===== src/rtl/sar_adc_pkg.sv =====
// -----------------------------------------------------------------------------
// sar_adc_pkg
// Shared definitions for the SAR ADC scan controller:
//   - sar_state_t : scan controller FSM states
//   - DEF_*       : default values for the controller parameters
//   - sel_width() : width of a channel-select field (never less than 1 bit)
// -----------------------------------------------------------------------------
package sar_adc_pkg;

    localparam int DEF_N_BITS     = 10;
    localparam int DEF_N_CHANNELS = 4;
    localparam int DEF_CLK_DIV    = 4;
    localparam int DEF_AVG_LOG2   = 0;

    typedef enum logic [2:0] {
        IDLE    = 3'd0,
        SAMPLE  = 3'd1,
        CONVERT = 3'd2,
        ACCUM   = 3'd3,
        OUTPUT  = 3'd4
    } sar_state_t;

    // A single-channel build still needs a 1-bit select port.
    function automatic int sel_width(input int n);
        return (n > 1) ? $clog2(n) : 1;
    endfunction

endpackage


===== src/rtl/sar_bit_engine.sv =====
// -----------------------------------------------------------------------------
// sar_bit_engine
// Successive-approximation trial register for one conversion. A start pulse
// loads the MSB trial; each trial lasts CLK_DIV cycles and the comparator is
// sampled on the last cycle of the trial. A 0 clears the bit under test; the
// next lower bit is then set for the following trial.
//
// Ports:
//   clk, reset    : clock, asynchronous active-low reset
//   start         : one-cycle pulse, begins a conversion on the next edge
//   comparator    : 1 = held input >= current DAC level
//   dac_code      : current trial code, 0 whenever no conversion is running
//   code          : trial register; holds the final code once finished
//   last_trial    : high during the final cycle of the final (LSB) trial
// -----------------------------------------------------------------------------
module sar_bit_engine
    import sar_adc_pkg::*;
#(
    parameter int N_BITS  = DEF_N_BITS,
    parameter int CLK_DIV = DEF_CLK_DIV
) (
    input  logic              clk,
    input  logic              reset,
    input  logic              start,
    input  logic              comparator,
    output logic [N_BITS-1:0] dac_code,
    output logic [N_BITS-1:0] code,
    output logic              last_trial
);

    localparam int IDX_W = $clog2(N_BITS);
    localparam int DIV_W = $clog2(CLK_DIV);

    logic              active;
    logic [N_BITS-1:0] trial;
    logic [N_BITS-1:0] trial_next;
    logic [IDX_W-1:0]  bit_idx;
    logic [DIV_W-1:0]  div_cnt;
    logic              trial_end;

    assign trial_end  = active && (div_cnt == DIV_W'(CLK_DIV - 1));
    assign last_trial = trial_end && (bit_idx == '0);
    assign dac_code   = active ? trial : '0;
    assign code       = trial;

    // Resolve the bit under test from the comparator and arm the next bit.
    always_comb begin
        trial_next          = trial;
        trial_next[bit_idx] = comparator;
        if (bit_idx != '0) begin
            trial_next[bit_idx - 1'b1] = 1'b1;
        end
    end

    always_ff @(posedge clk or negedge reset) begin
        if (!reset) begin
            active  <= 1'b0;
            trial   <= '0;
            bit_idx <= '0;
            div_cnt <= '0;
        end else if (start) begin
            active  <= 1'b1;
            trial   <= {1'b1, {(N_BITS-1){1'b0}}};
            bit_idx <= IDX_W'(N_BITS - 1);
            div_cnt <= '0;
        end else if (active) begin
            if (trial_end) begin
                div_cnt <= '0;
                trial   <= trial_next;
                if (bit_idx == '0) begin
                    active <= 1'b0;
                end else begin
                    bit_idx <= bit_idx - 1'b1;
                end
            end else begin
                div_cnt <= div_cnt + 1'b1;
            end
        end
    end

endmodule


===== src/rtl/sar_adc_scan_controller.sv =====
// -----------------------------------------------------------------------------
// sar_adc_scan_controller
// Scans the enabled channels of a multiplexed SAR ADC front end, lowest channel
// first. Each channel is sampled, converted 2^AVG_LOG2 times, averaged and
// handed downstream with a valid/ready handshake. Continuous mode wraps back
// to the lowest enabled channel forever.
//
// Ports:
//   clk, reset                : clock, asynchronous active-low reset
//   start_digital             : one-cycle scan request (ignored while busy)
//   channel_mask_digital      : enabled channels, latched on accepted start
//   continuous_digital        : rescan forever, latched on accepted start
//   comparator_digital        : 1 = held input >= DAC level
//   result_ready_digital      : downstream ready
//   input_hold_digital        : track/hold switch closed while sampling
//   dac_code_digital          : current trial code (0 outside CONVERT)
//   channel_sel_digital       : analog mux select
//   output_result_digital     : averaged conversion result
//   result_channel_digital    : channel the result belongs to
//   result_valid_digital      : result available, held until ready
//   eoc                       : one-cycle pulse as result_valid rises
//   busy_digital              : scan in progress
//   overrun_digital           : sticky, a start arrived while busy
// -----------------------------------------------------------------------------
module sar_adc_scan_controller
    import sar_adc_pkg::*;
#(
    parameter int N_BITS     = DEF_N_BITS,
    parameter int N_CHANNELS = DEF_N_CHANNELS,
    parameter int CLK_DIV    = DEF_CLK_DIV,
    parameter int AVG_LOG2   = DEF_AVG_LOG2
) (
    input  logic                             clk,
    input  logic                             reset,
    input  logic                             start_digital,
    input  logic [N_CHANNELS-1:0]            channel_mask_digital,
    input  logic                             continuous_digital,
    input  logic                             comparator_digital,
    input  logic                             result_ready_digital,
    output logic                             input_hold_digital,
    output logic [N_BITS-1:0]                dac_code_digital,
    output logic [sel_width(N_CHANNELS)-1:0] channel_sel_digital,
    output logic [N_BITS-1:0]                output_result_digital,
    output logic [sel_width(N_CHANNELS)-1:0] result_channel_digital,
    output logic                             result_valid_digital,
    output logic                             eoc,
    output logic                             busy_digital,
    output logic                             overrun_digital
);

    localparam int CH_W  = sel_width(N_CHANNELS);
    localparam int ACC_W = N_BITS + AVG_LOG2;
    localparam int DIV_W = $clog2(CLK_DIV);
    localparam int N_AVG = 1 << AVG_LOG2;

    sar_state_t            state;
    logic [DIV_W-1:0]      phase_cnt;
    logic [N_CHANNELS-1:0] mask_lat;
    logic                  cont_lat;
    logic [ACC_W-1:0]      acc;
    logic [3:0]            conv_cnt;

    logic                  eng_start;
    logic                  eng_last;
    logic [N_BITS-1:0]     eng_code;

    // {found, index} of the lowest set mask bit strictly above 'above'.
    logic [CH_W:0]         first_new;
    logic [CH_W:0]         first_lat;
    logic [CH_W:0]         next_lat;

    function automatic logic [CH_W:0] find_chan(input logic [N_CHANNELS-1:0] m,
                                                 input int above);
        logic [CH_W:0] r;
        r = '0;
        // Descending loop so the lowest qualifying channel is the last write.
        for (int i = N_CHANNELS - 1; i >= 0; i--) begin
            if (m[i] && (i > above)) begin
                r = {1'b1, CH_W'(i)};
            end
        end
        return r;
    endfunction

    always_comb begin
        first_new = find_chan(channel_mask_digital, -1);
        first_lat = find_chan(mask_lat, -1);
        next_lat  = find_chan(mask_lat, int'(channel_sel_digital));
    end

    // The engine's first trial must line up with the first CONVERT cycle.
    assign eng_start    = (state == SAMPLE) && (phase_cnt == DIV_W'(CLK_DIV - 1));
    assign busy_digital = (state != IDLE);

    sar_bit_engine #(
        .N_BITS  (N_BITS),
        .CLK_DIV (CLK_DIV)
    ) u_bit_engine (
        .clk        (clk),
        .reset      (reset),
        .start      (eng_start),
        .comparator (comparator_digital),
        .dac_code   (dac_code_digital),
        .code       (eng_code),
        .last_trial (eng_last)
    );

    // In OUTPUT the first cycle copies the freshly updated accumulator into
    // the result registers; only afterwards does the handshake run.
    always_ff @(posedge clk or negedge reset) begin
        if (!reset) begin
            state                  <= IDLE;
            phase_cnt              <= '0;
            mask_lat               <= '0;
            cont_lat               <= 1'b0;
            acc                    <= '0;
            conv_cnt               <= '0;
            input_hold_digital     <= 1'b0;
            channel_sel_digital    <= '0;
            output_result_digital  <= '0;
            result_channel_digital <= '0;
            result_valid_digital   <= 1'b0;
            eoc                    <= 1'b0;
            overrun_digital        <= 1'b0;
        end else begin
            eoc <= 1'b0;

            if (start_digital && (state != IDLE)) begin
                overrun_digital <= 1'b1;
            end

            case (state)
                IDLE: begin
                    if (start_digital && first_new[CH_W]) begin
                        mask_lat            <= channel_mask_digital;
                        cont_lat            <= continuous_digital;
                        channel_sel_digital <= first_new[CH_W-1:0];
                        acc                 <= '0;
                        conv_cnt            <= '0;
                        phase_cnt           <= '0;
                        overrun_digital     <= 1'b0;
                        input_hold_digital  <= 1'b1;
                        state               <= SAMPLE;
                    end
                end

                SAMPLE: begin
                    if (phase_cnt == DIV_W'(CLK_DIV - 1)) begin
                        phase_cnt          <= '0;
                        input_hold_digital <= 1'b0;
                        state              <= CONVERT;
                    end else begin
                        phase_cnt <= phase_cnt + 1'b1;
                    end
                end

                CONVERT: begin
                    if (eng_last) begin
                        state <= ACCUM;
                    end
                end

                ACCUM: begin
                    acc <= acc + ACC_W'(eng_code);
                    if (int'(conv_cnt) + 1 < N_AVG) begin
                        conv_cnt           <= conv_cnt + 4'd1;
                        phase_cnt          <= '0;
                        input_hold_digital <= 1'b1;
                        state              <= SAMPLE;
                    end else begin
                        conv_cnt <= '0;
                        state    <= OUTPUT;
                    end
                end

                OUTPUT: begin
                    if (!result_valid_digital) begin
                        output_result_digital  <= N_BITS'(acc >> AVG_LOG2);
                        result_channel_digital <= channel_sel_digital;
                        result_valid_digital   <= 1'b1;
                        eoc                    <= 1'b1;
                    end else if (result_ready_digital) begin
                        result_valid_digital <= 1'b0;
                        acc                  <= '0;
                        if (next_lat[CH_W]) begin
                            channel_sel_digital <= next_lat[CH_W-1:0];
                            phase_cnt           <= '0;
                            input_hold_digital  <= 1'b1;
                            state               <= SAMPLE;
                        end else if (cont_lat) begin
                            channel_sel_digital <= first_lat[CH_W-1:0];
                            phase_cnt           <= '0;
                            input_hold_digital  <= 1'b1;
                            state               <= SAMPLE;
                        end else begin
                            state <= IDLE;
                        end
                    end
                end

                default: begin
                    state <= IDLE;
                end
            endcase
        end
    end

endmodule


===== config.mk =====
export PLATFORM = sky130hd
export DESIGN_NAME = sar_adc_scan_controller
export DESIGN_NICKNAME = d
export VERILOG_FILES = /design/src/rtl/sar_adc_pkg.sv /design/src/rtl/sar_bit_engine.sv /design/src/rtl/sar_adc_scan_controller.sv
export SDC_FILE = /design/constraint.sdc
export NUM_CORES = 1
export LEC_CHECK = 0
export CAP_MARGIN = 25
export CELL_PAD_IN_SITES_DETAIL_PLACEMENT = 1
export CELL_PAD_IN_SITES_GLOBAL_PLACEMENT = 2
export CORE_ASPECT_RATIO = 1.5
export CORE_MARGIN = 1
export CORE_UTILIZATION = 39
export CTS_BUF_LIST = sky130_fd_sc_hd__clkbuf_4 sky130_fd_sc_hd__clkbuf_8
export DETAILED_ROUTE_END_ITERATION = 10
export PLACE_DENSITY = 0.86
export RECOVER_POWER = 100
export SLEW_MARGIN = 25
export SYNTH_ARGS = -nofsm -noshare
export SYNTH_HDL_FRONTEND = slang
export SYNTH_SLANG_ARGS = --single-unit

===== constraint.sdc =====
create_clock -name clk -period 4 [get_ports clk]
set_clock_uncertainty 0.15 [all_clocks]
set_input_delay 0.4 -clock clk [delete_from_list [all_inputs] [get_ports clk]]
set_output_delay 0.4 -clock clk [all_outputs]
set_load 0.01 [all_outputs]

==> impl.org, run 1 <==
** STA
- Pins Over Slew Limit :: 38
- Across all hold checks on the routed design, the worst slack comes to 352 ps.
- RSZ-0062 raised after global routing :: no
- After layout, the worst setup slack is 1010 ps.
- Final Setup Violations :: 0
- Minimum period implied by the final worst setup slack :: 2990 ps
- Timing would allow up to 0.335 GHz.
- At the pin with the least slew margin, the transition time is 2040 ps.
- In the final timing run, aggregate negative setup slack is 0 ps.
- Final Hold Fails :: 0
- Final cycle utilization of the critical path :: 74.7%
- Measured against its own limit, the worst slew margin works out to -35.9%.

** Synthesis
- Post-synthesis mux area share :: 5.26%
- Proportion of netlist area held by the largest area contributor :: 44.3%
- Synth Area in XOR/XNOR :: 2.37%
- Cell type contributing the most total cell area after synthesis :: sky130_fd_sc_hd__dfrtp_1
- Number of distinct standard cells referenced by the synthesized netlist :: 50
- Synth Area in Adders :: 6.99%
- Average footprint of a synthesized cell :: 9.25 um2
- Ranked by instance count, the synthesized netlist is headed by 59 x sky130_fd_sc_hd__dfrtp_1, 41 x sky130_fd_sc_hd__nand2_1, 34 x sky130_fd_sc_hd__o21ai_0.
- Synth warnings :: 0
- The most common cell in the synthesized netlist is sky130_fd_sc_hd__dfrtp_1.
- Number of flip-flops and latches in the synthesized netlist :: 59
- The synthesized design contains 0 enable-type register cells.
- Net count after synthesis :: 388
- Post-Synthesis Cell Area :: 3330 um2
- Synthesis produced a netlist whose cell count is 360.
- Area share of and/or/nand/nor cells after synthesis :: 18.6%
- By area, the combinational part of the netlist is dominated by compound AO/OA/AOI/OAI gates.
- Fraction of synthesis flops using an asynchronous set or reset pin :: 100%
- The most used flip-flop cell after synthesis is sky130_fd_sc_hd__dfrtp_1.
- For this run, the register share of the synthesized area comes to 44.3%.
- Dominant cells by area after synthesis :: sky130_fd_sc_hd__dfrtp_1 44%, sky130_fd_sc_hd__ha_1 6.4%, sky130_fd_sc_hd__o21ai_0 5.1%
- Synth Area in Compound Gates :: 19.0%

** Worst setup path
- The largest single stage delay on the critical path is 920 ps.
- Worst Path Max Fanout :: 10
- FF-to-FF End :: result_channel_digital[1]
- Slowest CP cell :: sky130_fd_sc_hd__nor3_1
- The worst setup path is captured at a flop.
- The critical path goes through dlygate4sd3_1 > o41a_1 > and2_0 > nor3_1 > a21oi_2 > and3_1 > o31ai_1.
- Critical path class :: in -> reg
- Worst Path Required :: 4110 ps
- For the worst setup path, the data arrival time is 3090 ps.
- The setup check on the worst reg-to-reg path leaves a slack of 1270 ps.
- The worst register-to-register path begins at state[2].
- Crit start category :: input port
- Cells on worst reg2reg path :: 4

** Floorplanning
- Number of standard-cell rows in the floorplan :: 40
- The floorplan step defined a die boundary enclosing 8920 um2.
- Die span in x :: 77.4 um
- Io pins :: 39
- From bottom edge to top edge, the die measures 115 um.
- The core region is 8160 um2.
- For this configuration, the core starts out at a cell density of 40.8%.

** Finish
- Layout Area Growth over Synthesis :: 19.0%
- Filler cell count in the final layout :: 971
- Storage cell area :: 1480 um2
- Diode insertion count for antenna repair :: 0
- In the final layout, the multi-input gates occupy 1730 um2.
- Cells fill 48.6% of the core in the end.
- Share of layout cells above drive strength 1 :: 7.96%
- For this run, the post-layout net count is 425.
- Summing all non-filler instances in the final layout gives an area of 3960 um2.
- Final cell count without fillers :: 507

** Status
- Failing checks :: capacitance limit, slew limit
- Status :: complete, but fails checks

** Placement
- Summing all placed instances gives a cell area of 3790 um2.
- Port Buffers :: 38
- Post-detailed-placement half-perimeter wirelength :: 6220 um
- Placement-stage worst setup slack :: 1420 ps
- Routability-driven placement finished with a final weighted congestion of 0.910.
- Post-Place Cells :: 491

** Min path
- The startpoint identified for the worst hold timing path is output_result_digital[5].
- The tightest min-delay check is of the reg -> reg type.
- Counting instances, the worst hold path has a depth of 1.
- The path with the worst hold slack has its endpoint at output_result_digital[5].

** Drt
- In the routed design, unresolved DRC markers number 0.
- The routed layout has 2,790 vias.
- Wire per inst :: 16.3 um
- In this run the remaining antenna-violating nets after routing total 0.
- For this block, the routed nets add up to 8270 um of wire.
- Routed via count divided by cell count :: 5.50
- The first detailed-routing pass ran for 4 iterations.
- Number of DRC violations after detailed-routing iteration 0 :: 79

** Power
- The design draws 2.86 mW.
- In this run the power density over the cells is 721 nW/um2.
- Worst vdd ir :: 333 uV
- Reported leakage power :: 1.83 nW

** CTS
- Root Buffer :: sky130_fd_sc_hd__clkbuf_8
- CTS Hold Buffers Added :: 0
- Clock-pin slew was measured on the worst setup and hold paths at 70 ps.
- Count of instances resized after the clock tree is built :: 0
- Post-CTS setup buffers :: 0
- Clock latency on the worst-skew pair, taken at its later pin, is 350 ps.
- TritonCTS Buffers :: 9
- Clock tree synthesis found a total of 59 sinks.
- The clock passes through at most 2 buffers.
- CTS HTree Levels :: 3
- TritonCTS clock tree :: done

** GRT
- Wire length of the first global-routing pass :: 14,300 um
- The number of antenna violations at the first check in global routing is 0.
- Via count of the first global-routing pass :: 2,903
- For this run the aggregate overflow at the end of global routing stands at 0.
- Largest net degree at the start of global routing :: 38
- Total track usage :: 20.8%

** Run
- Max-cap check violation count :: 1
[cell families (layout without fill, tap and decap cells)]
family,Yosys count,after routing
compound gates,104,104
xor+xnor,9,9
fa+ha+maj,18,18
buf+inv,27,69
flops,59,59
mux,16,16
simple gates,127,127
[how the worst max path moves through the flow]
stage | from | to | slack, ps | cells past startpoint
final | channel_mask_digital[2] | acc[9] | 1010 | 7
after global routing | reset | conv_cnt[1] | 640 | 2
after CTS | acc[1] | acc[9] | 1450 | 7
after detailed placement | channel_mask_digital[0] | acc[9] | 1420 | 7
after global placement | channel_mask_digital[0] | acc[9] | 1460 | 7
after floorplan | acc[1] | acc[9] | 1860 | 7
[cell type report]
cell class | count | area share, %
tap | 105 | 3.32
sequential | 59 | 37.3
multi-input combinational | 274 | 43.6
inverter | 13 | 1.23
timing repair buffer | 40 | 9.63
clock buffer | 10 | 3.32
clock inverter | 6 | 1.67
[report_power, final]
| part | switching [mW] | leakage, nW | total [mW] | internal [mW] |
|---|---|---|---|---|
| registers | 0.236 | 0.763 | 1.04 | 0.807 |
| clock network | 0.252 | 0.0919 | 0.546 | 0.294 |
| logic | 0.691 | 0.980 | 1.27 | 0.575 |
[flip-flops by register name, summed over array words and instances, names as in the netlist, 2 cells and up]
register                cells
result_channel_digital      2
phase_cnt                   2
channel_sel_digital         2
state                       3
conv_cnt                    4
u_bit_engine.code          10
mask_lat                    4
acc                        10
u_bit_engine.bit_idx        4
output_result_digital      10
u_bit_engine.div_cnt        2
[critical path: cells and delay by family]
kind	cells	cell delay [ps]
AND/OR/NAND/NOR	3	1470
AO/OA/AOI/OAI	3	630
buffers and inverters	1	590
[cell usage in the layout (no fill, tap or decap), types with 2 or more instances in the layout]
cell | synthesis | final
sky130_fd_sc_hd__dfrtp_1 | 59 | 59
sky130_fd_sc_hd__nand2_1 | 41 | 41
sky130_fd_sc_hd__o21ai_0 | 34 | 34
sky130_fd_sc_hd__a21oi_1 | 32 | 32
sky130_fd_sc_hd__nor2_1 | 30 | 30
sky130_fd_sc_hd__dlygate4sd3_1 | 0 | 26
sky130_fd_sc_hd__ha_1 | 17 | 17
sky130_fd_sc_hd__inv_1 | 12 | 12
sky130_fd_sc_hd__mux2_2 | 12 | 12
sky130_fd_sc_hd__and3_1 | 11 | 11
sky130_fd_sc_hd__clkdlybuf4s50_1 | 0 | 11
sky130_fd_sc_hd__nor3_1 | 9 | 10
sky130_fd_sc_hd__clkbuf_8 | 0 | 9
sky130_fd_sc_hd__and2_1 | 11 | 6
sky130_fd_sc_hd__and2_0 | 0 | 6
sky130_fd_sc_hd__nand3_1 | 6 | 6
sky130_fd_sc_hd__xor2_1 | 6 | 6
sky130_fd_sc_hd__a31oi_1 | 6 | 6
sky130_fd_sc_hd__nor2b_1 | 5 | 5
sky130_fd_sc_hd__a21o_1 | 5 | 5
sky130_fd_sc_hd__mux2i_1 | 4 | 4
sky130_fd_sc_hd__xnor2_1 | 3 | 3
sky130_fd_sc_hd__nand2b_1 | 3 | 3
sky130_fd_sc_hd__a221oi_1 | 3 | 3
sky130_fd_sc_hd__a211oi_1 | 3 | 3
sky130_fd_sc_hd__clkinvlp_4 | 0 | 3
sky130_fd_sc_hd__clkbuf_1 | 12 | 3
sky130_fd_sc_hd__o22ai_1 | 2 | 2
sky130_fd_sc_hd__o211ai_1 | 2 | 2
sky130_fd_sc_hd__a22o_1 | 2 | 2
sky130_fd_sc_hd__nor4_1 | 2 | 2
sky130_fd_sc_hd__a311oi_1 | 2 | 2
sky130_fd_sc_hd__o21bai_1 | 2 | 2
sky130_fd_sc_hd__o31ai_1 | 2 | 2
sky130_fd_sc_hd__a32o_1 | 2 | 2
[layer usage]
| metal | routed length [um] | GRT usage [%] | vias to the layer above | part of all wire [%] |
|---|---|---|---|---|
| met4 | 218 | 8.81 | 0 | 2.6 |
| met5 | 0 | 0 | - | 0 |
| li1 | - | - | 1354 | - |
| met2 | 4250 | 36.5 | 44 | 51 |
| met3 | 209 | 5.08 | 17 | 2.5 |
| met1 | 3590 | 24.2 | 1375 | 43 |
Note: power is estimated with default switching activity, not from simulation.
==> run 2, diff against run 1 <==
--- a/config.mk
+++ b/config.mk
@@ -10,10 +10,10 @@
 export CELL_PAD_IN_SITES_GLOBAL_PLACEMENT = 2
 export CORE_ASPECT_RATIO = 1.5
 export CORE_MARGIN = 1
-export CORE_UTILIZATION = 39
+export CORE_UTILIZATION = 33
 export CTS_BUF_LIST = sky130_fd_sc_hd__clkbuf_4 sky130_fd_sc_hd__clkbuf_8
 export DETAILED_ROUTE_END_ITERATION = 10
-export PLACE_DENSITY = 0.86
+export PLACE_DENSITY = 0.77
 export RECOVER_POWER = 100
 export SLEW_MARGIN = 25
 export SYNTH_ARGS = -nofsm -noshare
==> constraint.sdc (replaced) <==
create_clock -name clk -period 2.44 [get_ports clk]
set_clock_uncertainty 0.15 [all_clocks]
set_input_delay 0.244 -clock clk [delete_from_list [all_inputs] [get_ports clk]]
set_output_delay 0.244 -clock clk [all_outputs]
set_load 0.01 [all_outputs]
==> impl.org, run 2 (synthesis results as in run 1) <==
** STA
- The slew at the pin closest to its max-slew limit was 1530 ps (was 2040 ps).
- Final Hold Fails :: 0 (unchanged)
- Worst slew margin relative to its limit :: -1.91% (was -35.9%)
- Pins Over Slew Limit :: 60 (was 38)
- RSZ-0062 raised after global routing :: no (unchanged)
- TNS Setup :: 0 ps (unchanged)
- Static timing analysis puts the maximum clock frequency at 0.423 GHz.
- Final cycle utilization of the critical path :: 96.8%
- The final number of setup-violating endpoints is 0 (unchanged).
- Counting I/O delays and the setup requirement, the final critical path takes 2360 ps.

** GRT
- The overall routing resource usage came to 18.8% (was 20.8%).
- The maximum number of pins on one net before global-route repair came to 60 (was 38).
- Via count of the first global-routing pass :: 3,060 (was 2,903)
- The global route total overflow is 0 (unchanged).
- Wire length of the first global-routing pass :: 15,600 um (was 14,300 um)
- The number of antenna violations at the first check in global routing was 0 (unchanged).

** Finish
- The antenna diode instance count is 0 (unchanged).
- Multi-input gate area in the final layout :: 1740 um2 (was 1730 um2)
- Commonest non-fill, non-tap cell in the layout :: sky130_fd_sc_hd__dfrtp_1 (unchanged)
- The total area of sequential cells is 1480 um2 (unchanged).
- Share of the core filled with cells :: 41.7% (was 48.6%)
- Share of layout cells above drive strength 1 :: 10.2% (was 7.96%)
- Final cell count without fillers :: 528 (was 507)
- Most used cells in the layout excluding fill and tap cells :: 59 x sky130_fd_sc_hd__dfrtp_1, 41 x sky130_fd_sc_hd__nand2_1, 34 x sky130_fd_sc_hd__o21ai_0 (unchanged)
- The area growth from synthesis to final layout was 22.0% (was 19.0%).
- The final net count is 436 (was 425).
- Filler cell count in the final layout :: 1,133 (was 971)

** CTS
- TritonCTS Buffers :: 9 (unchanged)
- Root Buffer :: sky130_fd_sc_hd__clkbuf_8 (unchanged)
- TritonCTS clock tree :: done (unchanged)
- The H-tree level count is 3 (unchanged).
- Post-CTS setup buffers :: 0 (unchanged)
- The number of sinks driven by the clock tree was 59 (unchanged).
- Max Root-Sink Buffers :: 2 (unchanged)
- The clock latency on the worst-skew pair came to 360 ps (was 350 ps).
- CTS clk-pin slew, worst paths :: 70 ps (about the same)

** Floorplanning
- The number of placement rows is 44 (was 40).
- The total I/O pin count was 39 (unchanged).
- Starting density of the core :: 34.2% (was 40.8%)
- Die span in x :: 84.0 um (was 77.4 um)
- Floorplan die height :: 125 um (was 115 um)
- Core area :: 9740 um2 (was 8160 um2)
- The floorplan die area was 10,500 um2 (was 8920 um2).

** Worst setup path
- The slowest cell on the critical path is sky130_fd_sc_hd__dlygate4sd3_1 (was sky130_fd_sc_hd__nor3_1).
- The startpoint type of the worst setup path was a flop (was input port).
- Arrival @ worst endpoint :: 1970 ps (was 3090 ps)
- The family with the most delay on the worst path is buffers and inverters (was simple AND/OR/NAND/NOR gates).
- Worst Path Required :: 2050 ps (was 4110 ps)
- Crit-path max cell delay :: 620 ps (was 920 ps)
- The type of the worst setup path was reg -> out (was in -> reg).
- The internal reg-to-reg setup slack is 140 ps (was 1270 ps).
- FF-to-FF End :: output_result_digital[9] (was result_channel_digital[1])
- The sum of buffers and inverters on the critical path came to 2 (was 1).
- Cells on worst reg2reg path :: 5 (was 4)
- Reg2Reg Launch Point :: state[2] (unchanged)
- The endpoint type of the worst setup path is a primary output (was flop).
- Crit path cell chain: nor3_1 > inv_1 > dlygate4sd3_1 (was dlygate4sd3_1 > o41a_1 > and2_0 > nor3_1 > a21oi_2 > and3_1 > o31ai_1).
- Worst Path Max Fanout :: 12 (was 10)

** Placement
- Post-Place Cells :: 511 (was 491)
- The placed wire-length estimate after detailed placement was 6640 um (was 6220 um).
- The final weighted congestion of routability-driven global placement came to 0.791 (was 0.910).
- The quantity of I/O buffers inserted on ports was 38 (unchanged).

** Drt
- The count of antenna-violating nets left after detailed routing was 0 (unchanged).
- Routed vias :: 2,804 (was 2,790)
- The wire length per cell after detailed routing came to 17.1 um (was 16.3 um).
- DRC Markers :: 3 (was 0)
- Routed via count divided by cell count :: 5.31 (was 5.50)
- Number of DRC violations after detailed-routing iteration 0 :: 134 (was 79)
- The number of iterations in the first detailed-routing pass was 6 (was 4).
- The wire length after detailed routing was 9020 um (was 8270 um).

** Min path
- Worst hold-check path type :: reg -> reg (unchanged)
- Critical hold path startpoint :: output_result_digital[0] (was output_result_digital[5])
- Hold EP :: output_result_digital[0] (was output_result_digital[5])
- Hold-critical path depth :: 1 (unchanged)

** Power
- The maximum ir drop on the vdd rail came to 456 uV (was 333 uV).
- Power density over the cells :: 1190 nW/um2 (was 721 nW/um2)
- The total leakage power is 1.87 nW (was 1.83 nW).

** Run
- The max-cap check violation count is 1 (unchanged).

** Status
- Status :: complete, but fails checks (unchanged)
- Failing checks :: DRC, capacitance limit, slew limit (was capacitance limit, slew limit)
==> run 2: changes by cell type in the layout (fill, tap and decap cells not counted), sizes merged <==
cell and change:
clkdlybuf4s50 +6, dlygate4sd3 -5, clkbuf +4, buf +6
==> run 2: worst register-to-register path, delay by kind of cell (launching register included) <==
family,cells,cell delay [ps]
buffers and inverters,2,670
DFF,1,560
muxes,1,380
and+or+nand+nor,2,420
==> run 2: per-layer routing <==
layer,vias to the layer above,wire length (um),track usage [%]
met5,-,0,0
met4,0,126,6.69
met3,8,163,3.23
met2,28,4850,34.6
met1,1393,3880,21.7
li1,1375,-,-
==> run 2: final cells by class <==
cell class / count / share of cell area (%)
Clock buffer: 10 / 3.23
Clock inverter: 6 / 1.63
Inverter: 13 / 1.20
Multi-Input combinational cell: 274 / 42.9
Sequential cell: 59 / 36.3
Tap cell: 115 / 3.54
Timing Repair Buffer: 51 / 11.1
==> run 2: per-stage QoR <==
stage                     total power, mW  hold slack [ps]  instance area [um2]  setup WS (ps)
after floorplan                      3.08             -202                 3330            296
after global placement               3.94              130                 3890            192
after detailed placement             4.03              133                 3890            106
after CTS                            4.98              278                 4100           96.5
after global routing                 5.24              369                 4060           3.83
final                                4.82              350                 4060           78.1
==> run 2: how the worst max path moves through the flow <==
| stage | start | endpoint | slack (ps) | cells past startpoint |
|---|---|---|---|---|
| 2_1_floorplan | acc[1] | acc[9] | 300 | 7 |
| 3_3_place_gp | channel_mask_digital[0] | acc[9] | 190 | 7 |
| 3_5_place_dp | channel_mask_digital[0] | acc[2] | 110 | 7 |
| 4_1_cts | acc[1] | acc[9] | 100 | 7 |
| 5_1_grt | u_bit_engine.active | dac_code_digital[1] | 4 | 3 |
| 6_report | state[2] | busy_digital | 80 | 3 |
==> run 2: power breakdown <==
group	internal, mW	switching [mW]
combinational	1.00	1.21
clock	0.482	0.441
sequential	1.32	0.356
==> run 2: repair_timing <==
action,in CTS,in global routing
endpoints found under the setup margin,0,2
hold buffers,1,0
hold endpoints to repair,59,0
gates resized for setup,0,1
==> run 3, diff against run 2 <==
--- a/config.mk
+++ b/config.mk
@@ -10,12 +10,13 @@
 export CELL_PAD_IN_SITES_GLOBAL_PLACEMENT = 2
 export CORE_ASPECT_RATIO = 1.5
 export CORE_MARGIN = 1
-export CORE_UTILIZATION = 33
-export CTS_BUF_LIST = sky130_fd_sc_hd__clkbuf_4 sky130_fd_sc_hd__clkbuf_8
+export CORE_UTILIZATION = 34
+export CTS_BUF_LIST = sky130_fd_sc_hd__clkbuf_4
 export DETAILED_ROUTE_END_ITERATION = 10
 export PLACE_DENSITY = 0.77
 export RECOVER_POWER = 100
 export SLEW_MARGIN = 25
 export SYNTH_ARGS = -nofsm -noshare
 export SYNTH_HDL_FRONTEND = slang
+export SYNTH_HIERARCHICAL = 1
 export SYNTH_SLANG_ARGS = --single-unit
==> impl.org, run 3 <==
** Placement
- The placed wire-length estimate after detailed placement is 6780 um (was 6640 um).
- The final weighted congestion of routability-driven global placement is 0.794 (was 0.791).
- The quantity of I/O buffers inserted on ports is 38 (unchanged).
- Post-Place Cells :: 508 (was 511)

** Power
- Reported leakage power :: 1.87 nW (about the same)
- Worst vdd ir :: 565 uV (was 456 uV)
- Overall power of the completed layout :: 5.26 mW (was 4.82 mW)
- The power density normalized to cell area came to 1270 nW/um2 (was 1190 nW/um2).

** CTS
- The clock latency on the worst-skew pair is 410 ps (was 360 ps).
- The number of sinks driven by the clock tree was 59 (unchanged).
- The maximum number of buffers from clock root to sink is 2 (unchanged).
- The buffer type at the clock tree root is sky130_fd_sc_hd__clkbuf_4 (was sky130_fd_sc_hd__clkbuf_8).
- CTS clk-pin slew, worst paths :: 100 ps (was 70 ps)
- The H-tree level count came to 3 (unchanged).
- Post-CTS setup buffers :: 0 (unchanged)
- TritonCTS clock tree :: done (unchanged)
- The number of clock buffers inserted by TritonCTS is 9 (unchanged).

** STA
- Slew of the pin with the lowest slew margin :: 1680 ps (was 1530 ps)
- The post-route clock period utilization is 94.0% (was 96.8%).
- TNS Setup :: 0 ps (unchanged)
- The count of pins over their slew limit was 29 (was 60).
- Final Setup Violations :: 0 (unchanged)
- RSZ-0062 raised after global routing :: no (unchanged)
- Maximum clock rate :: 0.436 GHz (was 0.423 GHz)
- The remaining max-slew budget at the tightest pin was -12.1% (was -1.91%).
- Minimum period implied by the final worst setup slack :: 2290 ps (was 2360 ps)
- The final count of hold timing violations came to 0 (unchanged).

** Worst setup path
- The slowest cell on the critical path is sky130_fd_sc_hd__or4b_1 (was sky130_fd_sc_hd__dlygate4sd3_1).
- Worst Path Max Fanout :: 8 (was 12)
- The capturing element of the worst setup path is u_bit_engine/code[8] (was busy_digital).
- Cells on worst reg2reg path :: 6 (was 5)
- Worst Path Required :: 2620 ps (was 2050 ps)
- Reg2Reg Launch Point :: u_bit_engine/bit_idx[0] (was state[2])
- The type of the worst setup path is reg -> reg (was reg -> out).
- Worst Setup End Kind :: flop (was primary output)
- Crit start category :: flop (unchanged)
- The source of the critical timing path is u_bit_engine/bit_idx[0] (was state[2]).
- Setup slack on the worst flop-to-flop path :: 150 ps (was 140 ps)
- FF-to-FF End :: u_bit_engine/code[8] (was output_result_digital[9])
- Crit path cell chain :: inv_1 > ha_1 > or4b_1 > nor4_1 > a311oi_1 > nor3_1 (was nor3_1 > inv_1 > dlygate4sd3_1)
- The critical path arrival was 2470 ps (was 1970 ps).
- Crit-path max cell delay :: 610 ps (was 620 ps)

** Floorplanning
- Core area :: 10,100 um2 (was 9740 um2)
- Io pins :: 39 (unchanged)
- The width of the chip came to 84.9 um (was 84.0 um).
- The floorplan die area came to 10,700 um2 (was 10,500 um2).
- Floorplan die height :: 126 um (was 125 um)
- Number of standard-cell rows in the floorplan :: 45 (was 44)
- The initial cell density of the core came to 34.8% (was 34.2%).

** GRT
- Wire length of the first global-routing pass :: 15,200 um (was 15,600 um)
- The overall routing resource usage is 18.3% (was 18.8%).
- The maximum number of pins on one net before global-route repair is 32 (was 60).
- The global route total overflow was 0 (unchanged).
- Via count of the first global-routing pass :: 2,946 (was 3,060)
- Initial antenna violation count :: 0 (unchanged)

** Synthesis
- The net count of the mapped netlist was 386 (was 388).
- The most frequent cell after synthesis is sky130_fd_sc_hd__dfrtp_1 (unchanged).
- Number of distinct standard cells referenced by the synthesized netlist :: 69 (was 50)
- Proportion of netlist area held by the largest area contributor :: 42.1% (was 44.3%)
- The number of cells produced by synthesis came to 357 (was 360).
- Dominant cells by area after synthesis :: sky130_fd_sc_hd__dfrtp_1 42%, sky130_fd_sc_hd__ha_1 6.4%, sky130_fd_sc_hd__nand2_1 4.0% (was sky130_fd_sc_hd__dfrtp_1 44%, sky130_fd_sc_hd__ha_1 6.4%, sky130_fd_sc_hd__o21ai_0 5.1%)
- The post-synthesis instance area was 3500 um2 (was 3330 um2).
- Fraction of synthesis flops using an asynchronous set or reset pin :: 100% (unchanged)
- The predominant post-synthesis flop cell is sky130_fd_sc_hd__dfrtp_1 (unchanged).
- Commonest cells in the synthesized netlist :: 59 x sky130_fd_sc_hd__dfrtp_1, 37 x sky130_fd_sc_hd__nand2_1, 28 x sky130_fd_sc_hd__nor2_1 (was 59 x sky130_fd_sc_hd__dfrtp_1, 41 x sky130_fd_sc_hd__nand2_1, 34 x sky130_fd_sc_hd__o21ai_0)
- Cell type contributing the most total cell area after synthesis :: sky130_fd_sc_hd__dfrtp_1 (unchanged)
- The sequential share of the synthesized area came to 42.1% (was 44.3%).
- Number of flip-flops and latches in the synthesized netlist :: 59 (unchanged)
- The mean instance size in the synthesized netlist was 9.81 um2 (was 9.25 um2).
- Post-synth EDFFs :: 0 (unchanged)
- The synthesis warning total is 6 (was 0).

** Min path
- The worst hold path class is in -> reg (was reg -> reg).

** Drt
- DRC Markers :: 2 (was 3)
- Remaining number of nets flagged by the antenna check after routing :: 0 (unchanged)
- Number of DRC violations after detailed-routing iteration 0 :: 65 (was 134)
- Wire per inst :: 17.1 um (about the same)
- Routed vias :: 2,862 (was 2,804)
- The detail-routed via count per cell came to 5.46 (was 5.31).
- DR pass1 iterations :: 7 (was 6)
- The wire length after detailed routing was 8980 um (was 9020 um).

** Finish
- Filler cell count in the final layout :: 1,162 (was 1,133)
- The most common library cell in the layout ignoring fill and taps was sky130_fd_sc_hd__dfrtp_1 (unchanged).
- The antenna diode instance count is 0 (unchanged).
- Share of the core filled with cells :: 41.0% (was 41.7%)
- Total number of nets in the final design :: 432 (was 436)
- Most used cells in the layout excluding fill and tap cells :: 59 x sky130_fd_sc_hd__dfrtp_1, 37 x sky130_fd_sc_hd__nand2_1, 29 x sky130_fd_sc_hd__nor2_1 (was 59 x sky130_fd_sc_hd__dfrtp_1, 41 x sky130_fd_sc_hd__nand2_1, 34 x sky130_fd_sc_hd__o21ai_0)
- The final cell count without fillers was 524 (was 528).
- The area growth from synthesis to final layout was 18.0% (was 22.0%).
- Share of layout cells above drive strength 1 :: 10.3% (was 10.2%)

** Status
- Failing checks :: DRC, capacitance limit, slew limit (unchanged)
- Status :: complete, but fails checks (unchanged)

** Run
- The max-cap check violation count was 1 (unchanged).
[run 3: changes by cell type after synthesis, sizes merged, moves of 3 or more]
| cell | change |
|---|---|
| nand2 | -4 |
| o21ai | -11 |
| a21boi | +3 |
| buf | +7 |
| nand2b | +5 |
| nor3 | -3 |
| and2 | +3 |
| and3 | -5 |
| a21oi | -18 |
| a311oi | +8 |
| a31oi | -3 |
[run 3: worst min path at each step]
| stage | start | to | cells past startpoint |
|---|---|---|---|
| after floorplan | reset | acc[0] | 0 |
| after global placement | reset | eoc | 1 |
| after detailed placement | reset | eoc | 1 |
| after CTS | continuous_digital | cont_lat | 3 |
| after global routing | continuous_digital | cont_lat | 3 |
| final | continuous_digital | cont_lat | 3 |
[run 3: timing repair]
action / 4_1_cts / 5_1_grt
hold endpoints to repair: 28 / 0
hold buffers: 1 / 0
resized for setup: 0 / 0
[run 3: layout make-up]
class	count	area, um2	share of cell area (%)
clock inverter	4	18.8	0.454
tap	117	146	3.54
sequential	59	1480	35.7
clock buffer	11	82.6	2.00
inverter	11	41.3	0.999
multi-input combinational	268	1880	45.5
timing repair buffer	54	488	11.8
[run 3: worst max-delay path: cells and delay by family, from the launching register on]
family | cells | cell delay [ps]
simple gates | 3 | 1080
flops | 1 | 500
fa+ha+maj | 1 | 260
buf+inv | 1 | 130
compound gates | 1 | 90
[run 3: power breakdown]
group          internal, mW  switching, mW  leakage, nW
Sequential             1.37          0.481        0.752
Clock                 0.219          0.356       0.0639
Combinational          1.35           1.48         1.06
Total                  2.95           2.32         1.87
[run 3: metal layers]
metal / global-route usage [%] / vias to the layer above / part of all wire, %
met5: 0 / - / 0
met4: 8.77 / 0 / 2.1
met3: 3.12 / 16 / 2.6
met2: 33.0 / 41 / 53
met1: 20.9 / 1415 / 42
li1: - / 1390 / -
[run 3: kinds of logic after synthesis]
logic type / count (synthesis) / synth area share, %
XOR/XNOR: 9 / 2.25
flip-flops: 59 / 42.1
AND/OR/NAND/NOR: 131 / 19.6
AO/OA/AOI/OAI: 89 / 19.1
adder cells (fa/ha/maj): 19 / 7.00
buffers and inverters: 30 / 3.71
multiplexers: 20 / 6.21
[run 3: metrics by stage]
| step | instance area [um2] | setup slack [ps] | hold slack [ps] |
|---|---|---|---|
| final | 4130 | 146 | 251 |
| after global routing | 4130 | 14.7 | 238 |
| after CTS | 4170 | 102 | 231 |
| after detailed placement | 4060 | 166 | 180 |
| after global placement | 4060 | 223 | 178 |
| after floorplan | 3500 | 334 | -202 |
==> variant 1 (flow settings as in run 1) <==
Reset style: synchronous (`reset`), changed in 2 clocked blocks. Comments in the files are not updated.
--- a/src/rtl/sar_bit_engine.sv
+++ b/src/rtl/sar_bit_engine.sv
@@ -53,5 +53,5 @@
     end
 
-    always_ff @(posedge clk or negedge reset) begin
+    always_ff @(posedge clk) begin
         if (!reset) begin
             active  <= 1'b0;
--- a/src/rtl/sar_adc_scan_controller.sv
+++ b/src/rtl/sar_adc_scan_controller.sv
@@ -108,5 +108,5 @@
     // In OUTPUT the first cycle copies the freshly updated accumulator into
     // the result registers; only afterwards does the handshake run.
-    always_ff @(posedge clk or negedge reset) begin
+    always_ff @(posedge clk) begin
         if (!reset) begin
             state                  <= IDLE;
Behaviour: differs if reset is asserted again (counterexample within 4 cycles, from zero or initial values and one cycle with reset low); with reset held inactive, the same outputs for 10 cycles.
==> variant 1 against run 1 <==
Sequential cell count stayed put; setup slack improved by 0.22 ns; wire length grew 3.5%; final area decreased by 3.2%; via count increased by 5.2%; synthesized cell count grew 8.9%; hold slack got worse by 0.048 ns; first-iteration DRC count grew 28%; area after synthesis down 3.6%.
Power is not compared: it rests on default switching activity, and its combinational part moved more than twofold at a synthesized area within 25%.
==> variant 1: results (changes against run 1) <==
[timing]
tns_ns = 0  ; unchanged
worstMarginPinSlew_ns = 1.49  ; was 2.04 ns
fin_crit_ns = 2.77  ; was 2.99 ns

[global_route]
grt_usage = 0.215  ; was 0.208
grt_max_degree = 34  ; was 38
first_global_vias = 2975  ; was 2,903
grt_antenna_before_repair = 0  ; unchanged
grt_pass1_wl_um = 14500  ; was 14,300 um

[finish]
antenna_cells = 0  ; unchanged
drive_gt1_frac = 0.0465  ; was 0.0796
n_fill_cell = 960  ; was 971
layout.nets = 454  ; was 425

[routing]
drtPass1Iterations = 4  ; unchanged
vias = 2936  ; was 2,790
drtIter0Drc = 101  ; was 79
wirelength_um = 8550  ; was 8270 um

[critical_path]
crit_family = buffers and inverters  ; was simple AND/OR/NAND/NOR gates
crit_arrival_ns = 2.86  ; was 3.09 ns
critical-path-max-stage-delay_ns = 1.09  ; was 0.92 ns
critPathMaxFanout = 33  ; was 10
critical_path.slowest_cell = clkbuf_1  ; was nor3_1

[place]
numPortBuffers = 38  ; unchanged
place_area_um2 = 3650  ; was 3790 um2
place.gp.congestion = 0.872  ; was 0.910
hpwl_um = 6260  ; was 6220 um

[synthesis]
synth-async-reset-ratio = 0  ; was 1.00
synthFlopType = dfxtp_1  ; was dfrtp_1
ys_top_cells_by_area = dfxtp_1 (37%), a21oi_1 (7.0%), ha_1 (7.0%), nand2_1 (5.6%), mux2i_1 (4.4%)  ; was dfrtp_1 (44%), ha_1 (6.4%), o21ai_0 (5.1%), a21oi_1 (4.8%), nand2_1 (4.6%)
synth_common_cells = dfxtp_1 (59), nand2_1 (48), a21oi_1 (45)  ; was dfrtp_1 (59), nand2_1 (41), o21ai_0 (34)
synth_cell_types = 60  ; was 50
yosysSeqAreaShare = 0.368  ; was 0.443
syn-num-nets = 421  ; was 388
ys.warnings.count = 0  ; unchanged

[clock_network]
post_cts_buffers = 0  ; unchanged
cts_buffers = 9  ; unchanged
holdBufCountCts = 0  ; unchanged
cts_resized = 0  ; unchanged
cts_root_buffer = clkbuf_8  ; unchanged
h-tree-depth = 3  ; unchanged
clk_pin_slew_worst_paths_ns = 0.07  ; about the same

[power_and_ir_drop]
leakage_uw = 0.00155

[run_status]
status = finished, final reports clean  ; was finished, violations left

[variant 1: area by class of cell]
class	instances	share of cell area
Sequential cell	59	0.308
Inverter	14	0.0137
Multi-Input combinational cell	301	0.487
Clock inverter	5	0.0202
Tap cell	105	0.0342
Timing Repair Buffer	40	0.101
Clock buffer	11	0.0362
[variant 1: final timing paths]
check                                                            from                                     to  slack (ns)  depth (start not counted)
worst max-delay path                                            reset                    acc[5]$_SDFFE_PN0P_        1.23                          7
worst min-delay path            output_result_digital[0]$_SDFFE_PN0P_  output_result_digital[0]$_SDFFE_PN0P_        0.30                          2
worst max register to register                  state[2]$_SDFFE_PN0P_  output_result_digital[1]$_SDFFE_PN0P_        1.37                          4
worst min register to register  output_result_digital[0]$_SDFFE_PN0P_  output_result_digital[0]$_SDFFE_PN0P_        0.30                          2
[variant 1: through the flow]
stage               power (uW)  setup slack (ns)   util  std cells
floorplan                  810              1.88      -        392
global placement           877              1.60  0.455        519
detailed placement         880              1.55  0.455        519
CTS                       1500              1.52  0.483        535
global route              1540             0.991  0.479        535
finish                    1460              1.23  0.479        535
[variant 1: logic make-up after synthesis]
family | Yosys count | synth area share
and+or+nand+nor | 156 | 0.239
AOI/OAI and AO/OA | 106 | 0.212
DFF | 59 | 0.368
buffers and inverters | 32 | 0.0437
adders and majority gates | 19 | 0.0764
muxes | 14 | 0.0437
xor gates and xnor gates | 6 | 0.0164
[variant 1: per-layer routing]
metal / track usage / up-vias / routed length, um
met2: 0.390 / 43 / 4430
met1: 0.239 / 1425 / 3700
met5: 0 / - / 0
met3: 0.0508 / 15 / 267
li1: - / 1453 / -
met4: 0.0923 / 0 / 159
[variant 1: power by group]
part | switching, uW | internal (uW)
sequential | 36.6 | 614
combinational | 106 | 93.8
clock | 249 | 362
==> variant 2 (config.mk and constraints of run 1) <==
Without the edit above. `DEF_N_CHANNELS`: 4 -> 6.
--- a/src/rtl/sar_adc_pkg.sv
+++ b/src/rtl/sar_adc_pkg.sv
@@ -9,5 +9,5 @@
 
     localparam int DEF_N_BITS     = 10;
-    localparam int DEF_N_CHANNELS = 4;
+    localparam int DEF_N_CHANNELS = 6;
     localparam int DEF_CLK_DIV    = 4;
     localparam int DEF_AVG_LOG2   = 0;
Interface: changed (resized channel_mask_digital, channel_sel_digital and result_channel_digital); port bits go from 39 to 43. No check against the original RTL was run, so the function may have changed too.
==> variant 2 against run 1 <==
Wire length increased by 14%; global-route usage increased by 0.69 points; clock power up 19%; total power up 21%; area after synthesis rose by 9.5%; critical path depth shrank 2; setup slack gained 0.042 ns; synthesized cell count grew 3.3%; sequential cell count up 4; final area increased by 9.0%; critical endpoint is now mask_lat[3]$_DFFE_PN0P_; hold slack lost 0.0013 ns; critical path type unchanged.
==> variant 2: results (changes against run 1) <==
[synthesis]
syn-num-nets = 402  ; was 388
synth_area_um2 = 3650  ; was 3330 um2
synth_compound_gate_area_share = 0.174  ; was 0.190
ys_top_cells_by_area = dfrtp_1 (43%), mux2_2 (6.5%), ha_1 (5.8%), nand2_1 (4.1%), o21ai_0 (3.7%)  ; was dfrtp_1 (44%), ha_1 (6.4%), o21ai_0 (5.1%), a21oi_1 (4.8%), nand2_1 (4.6%)
post_synth_xor_area_fraction = 0.0216  ; was 0.0237

[global_route]
gr-usage-met3 = 0.0453  ; was 0.0508
grt_usage = 0.215  ; was 0.208
grt_max_degree = 48  ; was 38
first_global_vias = 3147  ; was 2,903

[run_status]
status = finished, final reports clean  ; was finished, violations left

[finish]
multi_input_cells = 282  ; was 274
n_all_inverters = 12  ; was 13
clock_area_frac = 0.0536  ; was 0.0499
multi_input_area_share = 0.438  ; was 0.436
n_fill_cell = 1059  ; was 971

[routing]
vias = 2976  ; was 2,790
wirelength_um = 9420  ; was 8270 um
drtIter0Drc = 171  ; was 79

[place]
hpwl_um = 6880  ; was 6220 um
place.gp.congestion = 0.837  ; was 0.910
place_area_um2 = 4150  ; was 3790 um2

[power_and_ir_drop]
ir_drop_uv = 302  ; was 333 uV

[critical_path]
crit_arrival_ns = 3.04  ; was 3.09 ns
critical_path.slowest_cell = or4_1  ; was nor3_1

[clock_network]
holdBufCountCts = 1  ; was 0

-- variant 2: power by group --
group | internal (uW) | total [uW] | switching [uW]
Clock | 398 | 649 | 251
Sequential | 881 | 1200 | 323
Combinational | 765 | 1610 | 848
Total | 2040 | 3470 | 1420
-- variant 2: per-stage QoR --
step | std cells | power [uW] | utilization
2_1_floorplan | 372 | 2280 | -
3_3_place_gp | 511 | 2850 | 0.463
3_5_place_dp | 511 | 2920 | 0.464
4_1_cts | 528 | 3590 | 0.491
5_1_grt | 528 | 3750 | 0.483
6_report | 528 | 3470 | 0.483
-- variant 2: cells by family after synthesis --
logic type / after synthesis
buffers and inverters: 27
and+or+nand+nor: 133
AOI/OAI and AO/OA: 91
xor gates and xnor gates: 9
adders and majority gates: 18
muxes: 31
DFF: 63
-- variant 2: final timing paths --
path | startpoint | endpoint | slack [ns] | cells after the start
setup / recovery | channel_mask_digital[0] | mask_lat[3]$_DFFE_PN0P_ | 1.05 | 5
hold / removal | input_hold_digital$_DFFE_PN0P_ | input_hold_digital$_DFFE_PN0P_ | 0.35 | 2
setup reg to reg | channel_sel_digital[2]$_DFFE_PN0P_ | channel_sel_digital[0]$_DFFE_PN0P_ | 1.41 | 5
hold reg to reg | input_hold_digital$_DFFE_PN0P_ | input_hold_digital$_DFFE_PN0P_ | 0.35 | 2
max in group asynchronous | reset | channel_sel_digital[0]$_DFFE_PN0P_ | 2.01 | 3
min in group asynchronous | reset | acc[3]$_DFFE_PN0P_ | 0.45 | 2
-- variant 2: worst max-delay path: cells and delay by family --
family,cells,cell delay (ns)
AO/OA/AOI/OAI,1,0.54
buffers and inverters,2,1.10
AND/OR/NAND/NOR,1,0.59
multiplexers,1,0.41
